===== config.mk =====
export PLATFORM = sky130hd
export DESIGN_NAME = mem_arbiter
export DESIGN_NICKNAME = d
export VERILOG_FILES = /design/src/rtl/mem_arbiter.sv
export SDC_FILE = /design/constraint.sdc
export NUM_CORES = 1
export LEC_CHECK = 0
export CELL_PAD_IN_SITES_DETAIL_PLACEMENT = 1
export CELL_PAD_IN_SITES_GLOBAL_PLACEMENT = 2
export CORE_ASPECT_RATIO = 0.75
export CORE_MARGIN = 2
export CORE_UTILIZATION = 18
export DETAILED_ROUTE_END_ITERATION = 8
export PLACE_DENSITY_LB_ADDON = 0.1
export SLEW_MARGIN = 30
export SYNTH_ARGS = -nofsm -noshare
export SYNTH_HDL_FRONTEND = slang
export SYNTH_SLANG_ARGS = --single-unit

===== constraint.sdc =====
create_clock -name clk -period 1.9 [get_ports clk]
set_clock_uncertainty 0.1 [all_clocks]
set_input_delay 0.475 -clock clk [delete_from_list [all_inputs] [get_ports clk]]
set_output_delay 0.475 -clock clk [all_outputs]
set_load 0.02 [all_outputs]

===== src/rtl/mem_arbiter.sv =====
// Two-port memory arbiter for the npc core: IFU (port 0) and LSU (port 1)
// share one memory port, one transaction at a time, with a response timeout.
module mem_arbiter #(
    parameter int ADDR_W  = 32,
    parameter int DATA_W  = 32,
    parameter int MASK_W  = 8,
    parameter int RR      = 1,
    parameter int TIMEOUT = 255
) (
    input  logic              clk,
    input  logic              rst,
    input  logic              ifu_req_valid,
    output logic              ifu_req_ready,
    input  logic [ADDR_W-1:0] ifu_addr,
    output logic              ifu_rsp_valid,
    input  logic              ifu_rsp_ready,
    output logic [DATA_W-1:0] ifu_rdata,
    output logic              ifu_rsp_err,
    input  logic              lsu_req_valid,
    output logic              lsu_req_ready,
    input  logic [ADDR_W-1:0] lsu_addr,
    input  logic              lsu_wen,
    input  logic [DATA_W-1:0] lsu_wdata,
    input  logic [MASK_W-1:0] lsu_wmask,
    output logic              lsu_rsp_valid,
    input  logic              lsu_rsp_ready,
    output logic [DATA_W-1:0] lsu_rdata,
    output logic              lsu_rsp_err,
    output logic              mem_req_valid,
    input  logic              mem_req_ready,
    output logic [ADDR_W-1:0] mem_addr,
    output logic              mem_wen,
    output logic [DATA_W-1:0] mem_wdata,
    output logic [MASK_W-1:0] mem_wmask,
    input  logic              mem_rsp_valid,
    input  logic [DATA_W-1:0] mem_rsp_rdata
);

    localparam logic [1:0] S_IDLE  = 2'd0;
    localparam logic [1:0] S_ISSUE = 2'd1;
    localparam logic [1:0] S_WAIT  = 2'd2;
    localparam logic [1:0] S_RESP  = 2'd3;

    localparam logic GNT_IFU = 1'b0;
    localparam logic GNT_LSU = 1'b1;

    // A zero TIMEOUT still needs a one-bit counter to keep the logic legal.
    localparam int CNT_W = (TIMEOUT > 0) ? $clog2(TIMEOUT + 1) : 1;
    localparam logic [CNT_W-1:0] CNT_LAST =
        CNT_W'((TIMEOUT > 0) ? (TIMEOUT - 1) : 0);

    logic [1:0]        r_state;
    logic              r_gnt;
    logic              r_last;
    logic [ADDR_W-1:0] r_addr;
    logic              r_wen;
    logic [DATA_W-1:0] r_wdata;
    logic [MASK_W-1:0] r_wmask;
    logic [DATA_W-1:0] r_rdata;
    logic              r_err;
    logic [CNT_W-1:0]  r_cnt;

    logic w_idle;
    logic w_lsu_win;
    logic w_ifu_acc;
    logic w_lsu_acc;
    logic w_rsp_ready;
    logic w_timeout;
    logic w_resp;

    // Pick the winner while idle; only the winner sees req_ready.
    always_comb begin
        w_idle      = (r_state == S_IDLE) && !rst;
        w_lsu_win   = lsu_req_valid &&
                      ((RR == 0) || !ifu_req_valid || (r_last == GNT_IFU));
        w_lsu_acc   = w_idle && w_lsu_win;
        w_ifu_acc   = w_idle && ifu_req_valid && !w_lsu_win;
        w_rsp_ready = (r_gnt == GNT_LSU) ? lsu_rsp_ready : ifu_rsp_ready;
        w_timeout   = (TIMEOUT != 0) && (r_cnt == CNT_LAST);
        w_resp      = (r_state == S_RESP);
    end

    // Transaction sequencer: grant, issue, wait for memory, hand back result.
    always_ff @(posedge clk) begin
        if (rst) begin
            r_state <= S_IDLE;
            r_gnt   <= GNT_IFU;
            r_last  <= GNT_LSU;
            r_addr  <= '0;
            r_wen   <= 1'b0;
            r_wdata <= '0;
            r_wmask <= '0;
            r_rdata <= '0;
            r_err   <= 1'b0;
            r_cnt   <= '0;
        end else begin
            unique case (r_state)
                S_IDLE: begin
                    if (w_lsu_acc) begin
                        r_gnt   <= GNT_LSU;
                        r_addr  <= lsu_addr;
                        r_wen   <= lsu_wen;
                        r_wdata <= lsu_wdata;
                        r_wmask <= lsu_wmask;
                        r_state <= S_ISSUE;
                    end else if (w_ifu_acc) begin
                        r_gnt   <= GNT_IFU;
                        r_addr  <= ifu_addr;
                        r_wen   <= 1'b0;
                        r_wdata <= '0;
                        r_wmask <= '0;
                        r_state <= S_ISSUE;
                    end
                end
                S_ISSUE: begin
                    if (mem_req_ready) begin
                        r_cnt   <= '0;
                        r_state <= S_WAIT;
                    end
                end
                S_WAIT: begin
                    if (mem_rsp_valid) begin
                        r_rdata <= r_wen ? '0 : mem_rsp_rdata;
                        r_err   <= 1'b0;
                        r_state <= S_RESP;
                    end else if (w_timeout) begin
                        r_rdata <= '0;
                        r_err   <= 1'b1;
                        r_state <= S_RESP;
                    end else if (r_cnt != {CNT_W{1'b1}}) begin
                        r_cnt <= r_cnt + 1'b1;
                    end
                end
                S_RESP: begin
                    if (w_rsp_ready) begin
                        r_last  <= r_gnt;
                        r_state <= S_IDLE;
                    end
                end
                default: r_state <= S_IDLE;
            endcase
        end
    end

    // Drive the ports from the latched transaction.
    always_comb begin
        ifu_req_ready = w_ifu_acc;
        lsu_req_ready = w_lsu_acc;
        mem_req_valid = (r_state == S_ISSUE);
        mem_addr      = r_addr;
        mem_wen       = r_wen;
        mem_wdata     = r_wdata;
        mem_wmask     = r_wmask;
        ifu_rsp_valid = w_resp && (r_gnt == GNT_IFU);
        lsu_rsp_valid = w_resp && (r_gnt == GNT_LSU);
        ifu_rdata     = ifu_rsp_valid ? r_rdata : '0;
        lsu_rdata     = lsu_rsp_valid ? r_rdata : '0;
        ifu_rsp_err   = ifu_rsp_valid && r_err;
        lsu_rsp_err   = lsu_rsp_valid && r_err;
    end

endmodule


Word-level counts from Yosys, hierarchy flattened
Index checks and enable logic that the tools add are counted.
- reductions and logical operators: 22
- mux-type cells: 29
- bitwise operators: 2
- add/subtract/negate cells: 1
- eq/ne operators: 12
- operator list (kind ; count):
    two-way mux 32 bit ; 9
    two-way mux 8 bit ; 6
    one-hot mux 8 bit (2 select lines) ; 1
    two-way mux 2 bit ; 6
    logical AND 1 bit ; 9
    adder 8 x 1 -> 8 bit, second input constant ; 1
    == test 8 bit, second input constant ; 1
    != test 2 bit, second input constant ; 4
    != test 8 bit, second input constant ; 1
    one-hot mux 2 bit (4 select lines) ; 1
    two-way mux 1 bit ; 6
    != test 3 bit, second input constant ; 2
    AND reduction 2 bit ; 3
    nonzero test 2 bit ; 3
    AND reduction 5 bit ; 1
    == test 2 bit, second input constant ; 2
    AND reduction 4 bit ; 1
    zero test 1 bit ; 3
    == test 2 x 1 -> 1 bit, second input constant ; 1
    zero test 2 bit ; 1
    != test 2 x 1 -> 1 bit, second input constant ; 1
    inverter 1 bit ; 2
    logical OR 1 bit ; 1
- word-level logic and storage cells: 76
- output and inout port bits: 144
- flip-flop bits (word level): 118
- input port bits: 145

Longest topological paths before layout
- depth in word-level cells: 8
- mapped depth: 9
- gate-level depth less buffers: 7

Worst setup path before layout
No wires, ideal clock.
- kind: reg2out
- start point: reg r_state[0]
- end point: out lsu_req_ready
- arrival time: 1.480 ns
- setup slack: -0.155 ns
- buffers on the path: 2
- data required time: 1.325 ns
- stages on the path, launching flop included: 8
- path through: dfxtp_1 > inv_1 > ha_1 > nor2b_1 > nand3_1 > inv_1 > buf_2 > buf_2
- longest elaborated chain between the ends: 3
- RTL lines (element ; RTL line ; text):
    start: declaration ; 52 ; logic [1:0] r_state;
    start signal: assignment ; 86 ; r_state <= S_IDLE;
    start signal: assignment ; 105 ; r_state <= S_ISSUE;
    start signal: assignment ; 112 ; r_state <= S_ISSUE;
    zero test 2 bit ; 73 ; w_idle = (r_state == S_IDLE) && !rst;
    logical AND 1 bit ; 73 ;
    logical AND 1 bit ; 76 ; w_lsu_acc = w_idle && w_lsu_win;
    end: declaration ; 20 ; output logic lsu_req_ready,
Every way passes these cells.

Worst setup path in the final report
- start point: reg r_state[0]
- end point: out ifu_rdata[31]
- longest elaborated chain between the ends: 3
- RTL lines (element ; RTL line ; text):
    == test 2 bit ; 80 ; w_resp = (r_state == S_RESP);
    logical AND 1 bit ; 154 ; ifu_rsp_valid = w_resp && (r_gnt == GNT_IFU);
    two-way mux 32 bit ; 156 ; ifu_rdata = ifu_rsp_valid ? r_rdata : '0;
    end: declaration ; 17 ; output logic [DATA_W-1:0] ifu_rdata,
Every way passes these cells.

==> results.sh <==
export IMPL_status="finished with violations"
export IMPL_violations="negative setup slack"
export IMPL_timing_final_crit_share=1.16
export IMPL_hpwl_um=16600
export IMPL_worst_path_max_delay_cell="dfxtp_4"
export IMPL_wl_um=25300
export IMPL_ant_nets=0
export IMPL_dieHeight_um=149
export IMPL_p_comb_frac=0.368
export IMPL_final_area_mm2=0.0107
export IMPL_maxSlewHeadroom=0.513
export IMPL_grt_overflow_total=0
export IMPL_ir_worst_vdd_v=0.000634
export IMPL_pwr_share_seq=0.283
export IMPL_top_layer="met4"
export IMPL_dieArea_mm2=0.0293
export IMPL_end_kind="output pin"
export IMPL_synthToLayoutAreaGrowth_pct=112
export IMPL_rsz0062_at_grt="yes"
export IMPL_num_fill_cells=2985
export IMPL_cp_required_ns=1.32
export IMPL_crit_start="r_state[0]"
export IMPL_ys_types=41
export IMPL_synth_edf_count=0
export IMPL_core_mm2=0.0272
export IMPL_rr_startpoint="r_state[1]"
export IMPL_wl_met3_um=1730
export IMPL_worst_slack_ns=-0.309
export IMPL_num_vias=5783
export IMPL_cts_buffer_depth=2
export IMPL_cp_max_fo=9
export IMPL_cts_tree="built"
export IMPL_synth_flop_cell="dfxtp_1"
export IMPL_cts_root_buf="clkbuf_16"
export IMPL_first_pass_iters=6
export IMPL_synthAdderAreaFrac=0.0174
export IMPL_cts_buffers=17
export IMPL_synth_top_family_by_area="simple AND/OR/NAND/NOR gates"
export IMPL_gp_congestion=0.736
export IMPL_place_area_mm2=0.00853
export IMPL_hold_viol_final=0
export IMPL_numClockSinks=118
export IMPL_drc=0
export IMPL_setup_violations=138
export IMPL_met1_length_um=10800
export IMPL_synth_top_area_cell="dfxtp_1"
export IMPL_yosysWarnings=0
export IMPL_cts_max_level=4
export IMPL_netSwitchingPower_mw=3.38
export IMPL_cpLargestDelayFamily="buffers and inverters"
export IMPL_min_path_type="reg -> reg"
export IMPL_finalMaxSlewViolations=0
export IMPL_fmax_mhz=453
export IMPL_power_density_mw_per_mm2=1000
export IMPL_grt_pass1_wl_um=36100
export IMPL_synth_area_top_cells="dfxtp_1, nand3_1, a22o_1, nand2_1, a21oi_1"
export IMPL_synth_compound_area_frac=0.196
export IMPL_swShare=0.316
export IMPL_crit_chain="ha_4 -> nor2b_4 -> buf_6 -> buf_16 -> and2_4 -> buf_6"
export IMPL_path_buf_inv=3
export IMPL_drt_initial_drc_count=243
export IMPL_utilization=0.392
export IMPL_layout_drive_gt1_share=0.363
export IMPL_crit_top_cell="buf_6"
export IMPL_start_util=0.185
export IMPL_cpPeakStageDelay_ns=0.36
export IMPL_layout_min_cycle_time_ns=2.21
export IMPL_synth_xor_xnor_area_share=0.00523
export IMPL_viasPerCell=4.54
export IMPL_synth_area_per_cell_um2=8.71
export IMPL_final_nets=1062
export IMPL_n_antenna_cell=0
export IMPL_wl_per_cell_um=19.8
export IMPL_synthMuxAreaShare=0.00398
export IMPL_row_count=52
export IMPL_synthesis_area_mm2=0.00502
export IMPL_antenna_found_initial=0
export IMPL_post_synth_and_or_nand_nor_area_fraction=0.251
export IMPL_wl_met2_um=12400
export IMPL_critical_path_class="reg -> out"
export IMPL_cts_clk_slew_worst_paths_ns=0.06
export IMPL_arrival_ns=1.63
export IMPL_die_w_um=197
export IMPL_worstMarginPinSlew_ns=0.731
export IMPL_port_buffers=288
export IMPL_grt_pass1_vias=6201
export IMPL_syn_nets=729
export IMPL_finalSetupTns_ns=-29.48
export IMPL_whs_ns=0.358
export IMPL_startpoint_type="register"
export IMPL_grt_usage=0.161
export IMPL_internal_power_mw=7.31
export IMPL_synthCells=577
export IMPL_ios=289
export IMPL_ctsHoldBuffers=0
export IMPL_p_clk_frac=0.349
export IMPL_yosysSeqAreaShare=0.470
export IMPL_insertion_delay_ns=0.42
export IMPL_leakage_nw=4.41
export IMPL_min_from="mem_wdata[9]"
export IMPL_synth_top_area_frac=0.470
export IMPL_synth_seq_cells=118
export IMPL_drv_cap=0
export IMPL_grt_max_degree=62
export IMPL_async_flop_share=0
[cells in the final DEF, fill, tap and decap left out, types with 4 or more instances in the layout]
cell type	count
nand3_4	12
a21oi_1	25
dfxtp_1	114
and2_1	16
bufinv_16	6
dlygate4sd2_1	73
and2_4	19
nand2_1	66
a21oi_2	22
clkdlybuf4s50_1	141
buf_12	15
a311oi_2	19
a222oi_1	13
nand3_2	22
ha_4	4
and3_4	8
buf_4	47
buf_8	4
a22o_1	32
nor2_2	9
nor2_1	20
and3_1	25
inv_1	5
nand3_1	31
clkbuf_16	25
nor2_4	10
buf_6	74
[registers in the layout (all words and copies together) (netlist names)]
signal	cells
r_gnt	1
r_last	1
mem_addr	32
r_state	2
mem_wen	1
mem_wdata	32
r_rdata	32
mem_wmask	8
r_err	1
r_cnt	8
[metal layers]
metal	GRT usage	vias up
met4	0.0387	0
met5	0	-
met2	0.272	143
met1	0.189	2876
met3	0.0664	17
li1	-	2747
[cell usage after synthesis, types with 2 or more instances]
cell	n
a211oi_1	4
and3_1	33
buf_2	9
nand2b_1	3
ha_1	7
a21oi_1	48
dfxtp_1	118
and2_1	35
nor2b_1	3
a311oi_1	20
nand3_1	65
o21ai_0	4
nand2_1	67
mux2i_1	2
a222oi_1	13
a22o_1	32
nor2_1	38
xnor2_1	3
clkbuf_1	38
buf_4	2
a221oi_1	2
inv_1	8
buf_6	4
nand3b_1	2
[final timing paths]
path | to | slack, ns | cells past startpoint
min reg2reg | mem_wdata[9] | 0.36 | 2
max | ifu_rdata[31] | -0.31 | 6
min | mem_wdata[9] | 0.36 | 2
max reg2reg | r_cnt[6] | -0.22 | 9
[power by group through the flow]
stage / Combinational [mW] / Sequential (mW) / Clock (mW)
global route: 4.23 / 3.07 / 3.97
floorplan: 1.13 / 3.23 / 0
global placement: 2.72 / 3.01 / 0
CTS: 3.11 / 3.01 / 3.85
finish: 3.93 / 3.03 / 3.74
detailed placement: 2.78 / 3.03 / 0
[logic make-up after synthesis]
family / Yosys count
buffers and inverters: 62
adder cells (fa/ha/maj): 7
flip-flops: 118
multiplexers: 2
AO/OA/AOI/OAI: 131
XOR/XNOR: 3
AND/OR/NAND/NOR: 254
[tightest hold or removal path, delay by kind of cell (launching register included)]
kind / cells / cell delay (ns)
and+or+nand+nor: 1 / 0.06
DFF: 1 / 0.31
AOI/OAI and AO/OA: 1 / 0.04
[cell type report]
class | count | area [um2] | area share
clock buffers | 23 | 478 | 0.0449
clock inverters | 9 | 195 | 0.0183
inverters | 8 | 37.5 | 0.00352
multi-input cells | 397 | 3210 | 0.302
flip-flops and latches | 118 | 2370 | 0.223
well taps | 351 | 439 | 0.0412
repair buffers | 368 | 3920 | 0.368
[through the flow]
step / worst slack (ns) / power [mW] / instances
floorplan: -0.00320 / 4.36 / 577
global placement: -0.558 / 5.73 / 1204
detailed placement: -0.550 / 5.81 / 1204
CTS: -0.352 / 9.97 / 1249
global route: -0.397 / 11.3 / 1274
finish: -0.309 / 10.7 / 1274
[repair_timing]
action	in CTS	in global routing
gates resized for setup	536	177
setup buffers	12	19
gates cloned	3	11
pin swaps	15	39
endpoints found under the setup margin	228	178
Power figures use the tool's default switching activity.
